==> src/rtl/writeback_queue.sv <==
// Writeback queue: ALU/load results -> one register-file write per cycle, head presented one edge after push; InReady drops when fewer than two slots remain.
// Define WB_BYPASS_EN to enable the youngest-match read bypass over queued entries.
module writeback_queue #(
  parameter int DEPTH = 4
) (
  input  logic                     clk,
  input  logic                     rst_n,
  input  logic                     AluValid,
  input  logic [4:0]               AluReg,
  input  logic [31:0]              AluData,
  input  logic                     LdValid,
  input  logic [4:0]               LdReg,
  input  logic [31:0]              LdData,
  output logic                     InReady,
  output logic [4:0]               WriteReg,
  output logic [1:0]               RegWrite,
  output logic [31:0]              WriteData,
  output logic [$clog2(DEPTH):0]   Count,
  output logic                     Overflow,
  input  logic [4:0]               Read1,
  input  logic [4:0]               Read2,
  output logic                     Fwd1Hit,
  output logic                     Fwd2Hit,
  output logic [31:0]              Fwd1Data,
  output logic [31:0]              Fwd2Data
);
  localparam int PW = $clog2(DEPTH);
  localparam int CW = PW + 1;

  typedef struct packed {
    logic [4:0]  rg;
    logic [31:0] dat;
  } wb_entry_t;

  wb_entry_t         mem_q [DEPTH];
  wb_entry_t         mem_d [DEPTH];
  logic [PW-1:0]     wr_ptr_q, wr_ptr_d;
  logic [PW-1:0]     rd_ptr_q, rd_ptr_d;
  logic [CW-1:0]     count_q, count_d;
  logic              overflow_q, overflow_d;

  logic              in_ready;
  logic              alu_ok, ld_ok, pop_en;
  logic [1:0]        n_push;
  logic [PW-1:0]     ld_slot;

  always_comb begin
    mem_d      = mem_q;
    wr_ptr_d   = wr_ptr_q;
    overflow_d = overflow_q;
    n_push     = 2'd0;
    // Writes to r0 are architecturally void, so they never occupy a slot.
    alu_ok     = AluValid && (AluReg != 5'd0);
    ld_ok      = LdValid && (LdReg != 5'd0);
    in_ready   = (count_q <= CW'(DEPTH - 2));
    pop_en     = (count_q != '0);
    ld_slot    = wr_ptr_q + PW'(alu_ok);
    if (in_ready) begin
      if (alu_ok) mem_d[wr_ptr_q] = '{rg: AluReg, dat: AluData};
      if (ld_ok)  mem_d[ld_slot]  = '{rg: LdReg, dat: LdData};
      n_push   = {1'b0, alu_ok} + {1'b0, ld_ok};
      wr_ptr_d = wr_ptr_q + PW'(n_push);
    end else if (alu_ok || ld_ok) begin
      overflow_d = 1'b1;
    end
    rd_ptr_d = rd_ptr_q + PW'(pop_en);
    count_d  = count_q + CW'(n_push) - CW'(pop_en);
  end

  always_ff @(posedge clk or negedge rst_n) begin
    if (!rst_n) begin
      wr_ptr_q   <= '0;
      rd_ptr_q   <= '0;
      count_q    <= '0;
      overflow_q <= 1'b0;
      for (int i = 0; i < DEPTH; i++) mem_q[i] <= '0;
    end else begin
      wr_ptr_q   <= wr_ptr_d;
      rd_ptr_q   <= rd_ptr_d;
      count_q    <= count_d;
      overflow_q <= overflow_d;
      mem_q      <= mem_d;
    end
  end

  assign InReady   = in_ready;
  assign Count     = count_q;
  assign Overflow  = overflow_q;
  assign RegWrite  = {1'b0, pop_en};
  assign WriteReg  = pop_en ? mem_q[rd_ptr_q].rg  : 5'd0;
  assign WriteData = pop_en ? mem_q[rd_ptr_q].dat : 32'd0;

`ifdef WB_BYPASS_EN
  logic [PW-1:0] idx;

  // Scan oldest to youngest so the last match (youngest) wins.
  always_comb begin
    Fwd1Hit  = 1'b0;
    Fwd1Data = 32'd0;
    Fwd2Hit  = 1'b0;
    Fwd2Data = 32'd0;
    idx      = '0;
    for (int i = 0; i < DEPTH; i++) begin
      idx = rd_ptr_q + PW'(i);
      if (CW'(i) < count_q) begin
        if (Read1 != 5'd0 && mem_q[idx].rg == Read1) begin
          Fwd1Hit  = 1'b1;
          Fwd1Data = mem_q[idx].dat;
        end
        if (Read2 != 5'd0 && mem_q[idx].rg == Read2) begin
          Fwd2Hit  = 1'b1;
          Fwd2Data = mem_q[idx].dat;
        end
      end
    end
  end
`else
  logic unused_read;
  assign unused_read = ^{Read1, Read2};
  assign Fwd1Hit  = 1'b0;
  assign Fwd2Hit  = 1'b0;
  assign Fwd1Data = 32'd0;
  assign Fwd2Data = 32'd0;
`endif

endmodule

==> config.mk <==
export PLATFORM = sky130hd
export DESIGN_NAME = writeback_queue
export DESIGN_NICKNAME = d
export VERILOG_FILES = /design/src/rtl/writeback_queue.sv
export SDC_FILE = /design/constraint.sdc
export NUM_CORES = 1
export LEC_CHECK = 0
export CAP_MARGIN = 25
export CORE_MARGIN = 2
export CORE_UTILIZATION = 57
export DETAILED_ROUTE_END_ITERATION = 8
export PLACE_DENSITY_LB_ADDON = 0.1
export SLEW_MARGIN = 15
export SYNTH_ARGS = -nofsm -noshare
export SYNTH_HDL_FRONTEND = slang
export SYNTH_SLANG_ARGS = --single-unit
==> constraint.sdc <==
create_clock -name clk -period 7.46 [get_ports clk]
set_input_delay 1.492 -clock clk [delete_from_list [all_inputs] [get_ports clk]]
set_output_delay 1.492 -clock clk [all_outputs]
set_load 0.02 [all_outputs]
# --- Yosys cells after proc, flatten, opt, wreduce, memory -nomap -nowiden ---
# Cells that the tools add are included.
classes:
  add_sub_neg: 6
  magnitude_cmp: 6
  mux: 15
  bitwise: 4
  reduce_logical: 9
ops:
  columns: ["cell", "n"]
  rows:
  - ["$mux W148", 3]
  - ["$bwmux W148", 2]
  - ["$demux W37 S2", 2]
  - ["$mux W37", 4]
  - ["$bmux W37 S2", 1]
  - ["$mux W32", 1]
  - ["$reduce_bool A5 Y1", 2]
  - ["$ge A3 B3 Y1 const B", 3]
  - ["$not A2 Y3", 3]
  - ["$lt A3 B1 Y1 const B", 2]
  - ["$mux W5", 1]
  - ["$add A2 B1 Y2", 2]
  - ["$logic_and A1 B1 Y1", 4]
  - ["$add A3 B2 Y3", 1]
  - ["$le A3 B2 Y1 const B", 1]
  - ["$reduce_bool A3 Y1", 1]
  - ["$sub A3 B1 Y3", 1]
  - ["$add A1 B1 Y2", 1]
  - ["$add A2 B2 Y2", 1]
  - ["$mux W2", 1]
  - ["$reduce_and A2 Y1", 1]
  - ["$logic_or A1 B1 Y1", 1]
  - ["$not A1 Y1", 1]
word_totals:
  regBits: 156
  in_bits: 88
  output_inout_bits: 110
  elab_cells: 52

# --- Depth between registers and ports, before layout ---
logic_depth:
  depth_word: 10
  depth_mapped: 13
  mapped_depth_nobuf: 11

# --- Worst setup path after synthesis ---
# No wires, ideal clock.
synth_timing:
  path_type: "in2reg"
  startpoint: "input port AluReg[4]"
  endpoint: "register count_q[2] (netlist: Count[2])"
  setup_ns: 0.131
  arrival_time_ns: 4.080
  required_time_ns: 7.329
  setup_slack_ns: 3.249
  stages: 13
  n_path_buf: 2
  path_cell_list: "or4_4 -> buf_6 -> clkbuf_1 -> o21a_1 -> ha_1 -> nand2_1 -> ha_1 -> inv_1 -> ha_1 -> inv_1 -> fa_1 -> xor2_1 -> xnor2_1"
synth_between:
  elab_chain_cells: 6
synth_lines:
  columns: ["element", "line_no", "source"]
  rows:
  - ["from (decl)", "9", "input logic [4:0] AluReg,"]
  - ["$reduce_bool A5 Y1", "53", "alu_ok = AluValid && (AluReg != 5'd0);"]
  - ["$logic_and A1 B1 Y1", "53", null]
  - ["$add A1 B1 Y2", "61", "n_push = {1'b0, alu_ok} + {1'b0, ld_ok};"]
  - ["$mux W2", "58", "if (in_ready) begin"]
  - ["$add A3 B2 Y3", "67", "count_d = count_q + CW'(n_push) - CW'(pop_en);"]
  - ["$sub A3 B1 Y3", "67", null]
  - ["via count_d[2]", "39", "logic [CW-1:0] count_q, count_d;"]
  - ["to (signal assigned)", "80", "count_q <= count_d;"]
  - ["to (decl)", "39", null]
# The timed path passes the listed nets, and every way through them passes these cells.
# A chain may end at the register's enable or synchronous reset.

# --- Worst setup path in the final report ---
layout_timing:
  startpoint: "input port AluReg[4]"
  endpoint: "register mem_q[61] (netlist bit)"
layout_between:
  elab_chain_cells: 10
  elab_cells_between_ends: 13
  cone_classes: "add/sub: 1; order compare: 2; mux: 6; bitwise: 1; reduce/logical: 3"
layout_lines:
  columns: ["element", "line_no", "source"]
  rows:
  - ["$reduce_bool A5 Y1 (*)", "53", null]
  - ["$logic_and A1 B1 Y1 (*)", "53", null]
  - ["$add A2 B1 Y2", "57", "ld_slot = wr_ptr_q + PW'(alu_ok);"]
  - ["$not A2 Y3 (not written as such)", "60", "if (ld_ok) mem_d[ld_slot] = '{rg: LdReg, dat: LdData};"]
  - ["$ge A3 B3 Y1 (not written as such) / $lt A3 B1 Y1 (equally long branches)", "60", null]
  - ["$logic_and A1 B1 Y1 (not written as such)", "60", null]
  - ["$mux W37 (not written as such)", "60", null]
  - ["$demux W37 S2", "60", null]
  - ["$bwmux W148", "60", null]
  - ["$mux W148 (*)", "60", null]
  - ["to (signal assigned)", "82", "mem_q <= mem_d;"]
  - ["to (decl)", "35", "wb_entry_t mem_q [DEPTH];"]
# Every way passes the cells marked *; elsewhere a longest branch is shown, timed or not. The select of a mux whose other input is x is not followed.

==> reports/summary.log <==
qor: power_and_ir_drop.power_per_cell_area 464 nW/um^2
qor: cts.h_tree_depth 4
qor: setup_path.timing_worst_setup_path_type in -> reg
qor: setup_path.critical_path.cell_chain clkdlybuf4s50_1 > or4_4 > o21a_1 > ha_1 > xnor2_2 > a211oi_4 > o21ai_4 > buf_4 > a222oi_1
qor: synth.synth.distinct_cells 49
qor: cts.cts-root-to-sink-buffers 2
qor: synth.netlist_area 9800 sq um
qor: die.floorplan.initialDensity 58.7%
qor: run.cap_viol_max_count 0
qor: sta.fin_hold_ws 0.488 ns
qor: layout.nNetsFinal 1,064
qor: die.die-width 135 um
qor: synth.yosys_register_bits 156
qor: placed_design.numPlacedInstances 1,167
qor: global_routing.number_of_antenna_violations_at_the_first_check_in_global_routing 0
qor: global_routing.first_global_vias 8,212
qor: drt.route.vias.total 7,844
qor: synth.ranking_of_synthesized_cells_by_instance_count sky130_fd_sc_hd__dfrtp_1, sky130_fd_sc_hd__inv_1, sky130_fd_sc_hd__buf_4
qor: setup_path.cp_top_family compound AO/OA/AOI/OAI gates
qor: sta.finClkSkew 0.00667 ns
qor: setup_path.timing.critical_path.slowest_cell_delay 0.96 ns
qor: drt.post-route-drc-count 0
qor: synth.synth.top_cell.area_share 39.8%
qor: cts.worst_setup_hold_path_clk_slew 0.06 ns
qor: setup_path.buffers_and_inverters_on_the_worst_path 2
qor: sta.max_slew_margin 26.5%
qor: synth.async_s_r_ff_share_synth 100%
qor: synth.synth.yosys.seq_area_share 39.8%
qor: synth.synth_cells 891
qor: min_path.hold_path_stages 1
qor: layout.fin_cells 1,200
qor: layout.share_of_cells_above_drive_strength_1 13.1%
qor: drt.final_antenna_net_count 0
qor: power_and_ir_drop.vdd_ir_drop_max 0.000290 V
qor: sta.slew_viol_final 0
qor: cts.postCtsHoldBufs 0
qor: cts.cts_resized 0
qor: sta.timing.fmax 0.191 GHz
qor: die.rows 47
qor: setup_path.worst_ep_arrival_time 5.49 ns
qor: placed_design.preCtsSetupSlack 1.86 ns
qor: cts.clk_root_buf sky130_fd_sc_hd__clkbuf_16
qor: sta.finalWorstSetupSlack 2.23 ns
qor: sta.setup_viol_count_final 0
qor: layout.layout_area_overhead 16.6%
qor: setup_path.ff2ff_path_depth 11
qor: setup_path.ff2ff_setup_slack 4.23 ns
qor: die.floorplan.die_area 18,300 sq um
qor: drt.detail_route.first_pass.iterations 8
qor: placed_design.routabilityCongestion 0.844
qor: die.die-height 135 um
qor: power_and_ir_drop.total_leakage_power 5.49 nW
qor: setup_path.worstPathRequired 7.72 ns
qor: sta.grt_setup_unrepaired false
qor: synth.most_common_cell_in_the_synthesized_netlist sky130_fd_sc_hd__dfrtp_1
qor: drt.drtIter0Drc 1,044
qor: cts.clock_tree_from_tritoncts done
qor: synth.ys_warn_count 0
qor: cts.postCtsSetupBuffers 0
qor: placed_design.port-buffer-count 120
qor: synth.synth_top_cell_by_area sky130_fd_sc_hd__dfrtp_1
qor: setup_path.critical_path.slowest_cell sky130_fd_sc_hd__or4_4
qor: drt.wl 28,100 um
qor: layout.antenna_fix_cells 0
qor: die.core_region_area 16,700 sq um
qor: drt.wl_per_cell 23.4 um
qor: min_path.min-delay-path-class reg -> reg
qor: min_path.min_to mem_q[70]$_DFFE_PN0N_
qor: sta.fin_setup_tns 0 ns
qor: synth.synth_enable_flop_cells 0
qor: cts.insertion_delay 0.43 ns
qor: synth.synth_area_leaders sky130_fd_sc_hd__dfrtp_1, sky130_fd_sc_hd__mux4_2, sky130_fd_sc_hd__a222oi_1
qor: power_and_ir_drop.total_power 5.30 mW
qor: synth.synth.avg_cell_area 11.0 sq um
qor: die.pin_count 198
qor: setup_path.rr_startpoint Count[1]$_DFF_PN0_
qor: cts.cts_made_buffers 17
qor: sta.tightest_slew 1.10 ns
qor: global_routing.maximum_number_of_pins_on_one_net_before_global_route_repair 88
qor: global_routing.grt_pass1_wl 43,800 um
qor: drt.via_density_per_instance 6.54
qor: global_routing.grt_util_all_layers 31.5%
qor: outcome.status complete, no violations
qor: sta.hold_viol_final 0
qor: setup_path.cp_max_fanout 71
qor: sta.final_min_period_over_clock_period 70.1%
qor: placed_design.dp.final_hpwl 16,200 um
qor: synth.synth_flop_cell sky130_fd_sc_hd__dfrtp_1
qor: cts.cts_sinks 156
qor: setup_path.critPathCaptureType flip-flop
qor: global_routing.gr-total-overflow 0
qor: setup_path.worstSetupStartpointType input port
qor: min_path.hold_path.startpoint mem_q[70]$_DFFE_PN0N_
qor: setup_path.worst_r2r_endpoint Count[2]$_DFF_PN0_
qor: sta.final_period_minus_worst_setup_slack 5.23 ns
-- cell usage in the layout, fill, tap and decap left out, types with 8 or more instances in the layout --
cell type	Yosys	routed
sky130_fd_sc_hd__ha_1	8	8
sky130_fd_sc_hd__clkdlybuf4s50_1	0	118
sky130_fd_sc_hd__buf_4	75	13
sky130_fd_sc_hd__nand2_1	15	15
sky130_fd_sc_hd__conb_1	1	67
sky130_fd_sc_hd__a22o_1	55	55
sky130_fd_sc_hd__a222oi_1	70	70
sky130_fd_sc_hd__o2bb2ai_1	10	10
sky130_fd_sc_hd__clkbuf_16	0	17
sky130_fd_sc_hd__mux2i_1	70	70
sky130_fd_sc_hd__dfrtp_1	156	154
sky130_fd_sc_hd__inv_1	149	149
sky130_fd_sc_hd__o211ai_1	66	66
sky130_fd_sc_hd__nor2b_1	38	38
sky130_fd_sc_hd__a22o_2	13	13
sky130_fd_sc_hd__mux4_2	37	37
-- metrics by stage --
step	cell area (sq um)	utilization, %
5_1_grt	11400	68.4
3_5_place_dp	10800	64.5
2_1_floorplan	10000	-
3_3_place_gp	10700	63.9
4_1_cts	11400	68.3
6_report	11400	68.4
-- power breakdown --
part | total (mW) | switching, mW | internal (mW)
Sequential | 1.50 | 0.265 | 1.24
Clock | 0.930 | 0.352 | 0.577
Combinational | 2.86 | 1.45 | 1.41
-- worst max-delay path by stage --
stage / cells past startpoint / endpoint / start / slack (ns)
floorplan: 13 / Count[2]$_DFF_PN0_ / AluReg[4] / 3.25
global placement: 8 / mem_q[36]$_DFFE_PN0N_ / AluReg[4] / 1.86
detailed placement: 9 / mem_q[61]$_DFFE_PN0N_ / AluReg[4] / 1.86
CTS: 9 / mem_q[61]$_DFFE_PN0N_ / AluReg[4] / 2.31
global route: 9 / mem_q[58]$_DFFE_PN0N_ / AluReg[4] / 2.08
finish: 9 / mem_q[61]$_DFFE_PN0N_ / AluReg[4] / 2.23
-- layout make-up --
type	instances	area, sq um
Clock buffer	21	460
Sequential cell	156	3910
Timing Repair Buffer	138	1410
Clock inverter	11	166
Inverter	150	563
Fill cell	1222	5280
Multi-Input combinational cell	504	4640
Tap cell	220	275
-- flip-flops by register name (all words and copies together), names as in the netlist --
register	flops
wr_ptr_q	2
rd_ptr_q	2
Overflow	1
mem_q	148
Count	3
-- layer usage --
metal | up-vias | part of all wire [%] | routed length [um] | global-route usage [%]
met1 | 3949 | 38 | 10600 | 40.3
met2 | 514 | 50 | 14100 | 52.5
met3 | 78 | 9.5 | 2670 | 5.89
met5 | - | 0 | 0 | 0
met4 | 0 | 2.6 | 720 | 14.4
li1 | 3303 | - | - | -
-- logic make-up (layout without fill, tap and decap cells) --
kind of cell	Yosys count	count (layout)	synth area share (%)
flip-flops	156	156	39.8
other	1	67	0.0383
adder cells (fa/ha/maj)	9	9	1.23
multiplexers	111	111	16.1
buffers and inverters	297	320	15.8
AND/OR/NAND/NOR	74	74	4.55
AO/OA/AOI/OAI	236	236	21.7
XOR/XNOR	7	7	0.702
Note: power is estimated with default switching activity, not from simulation.
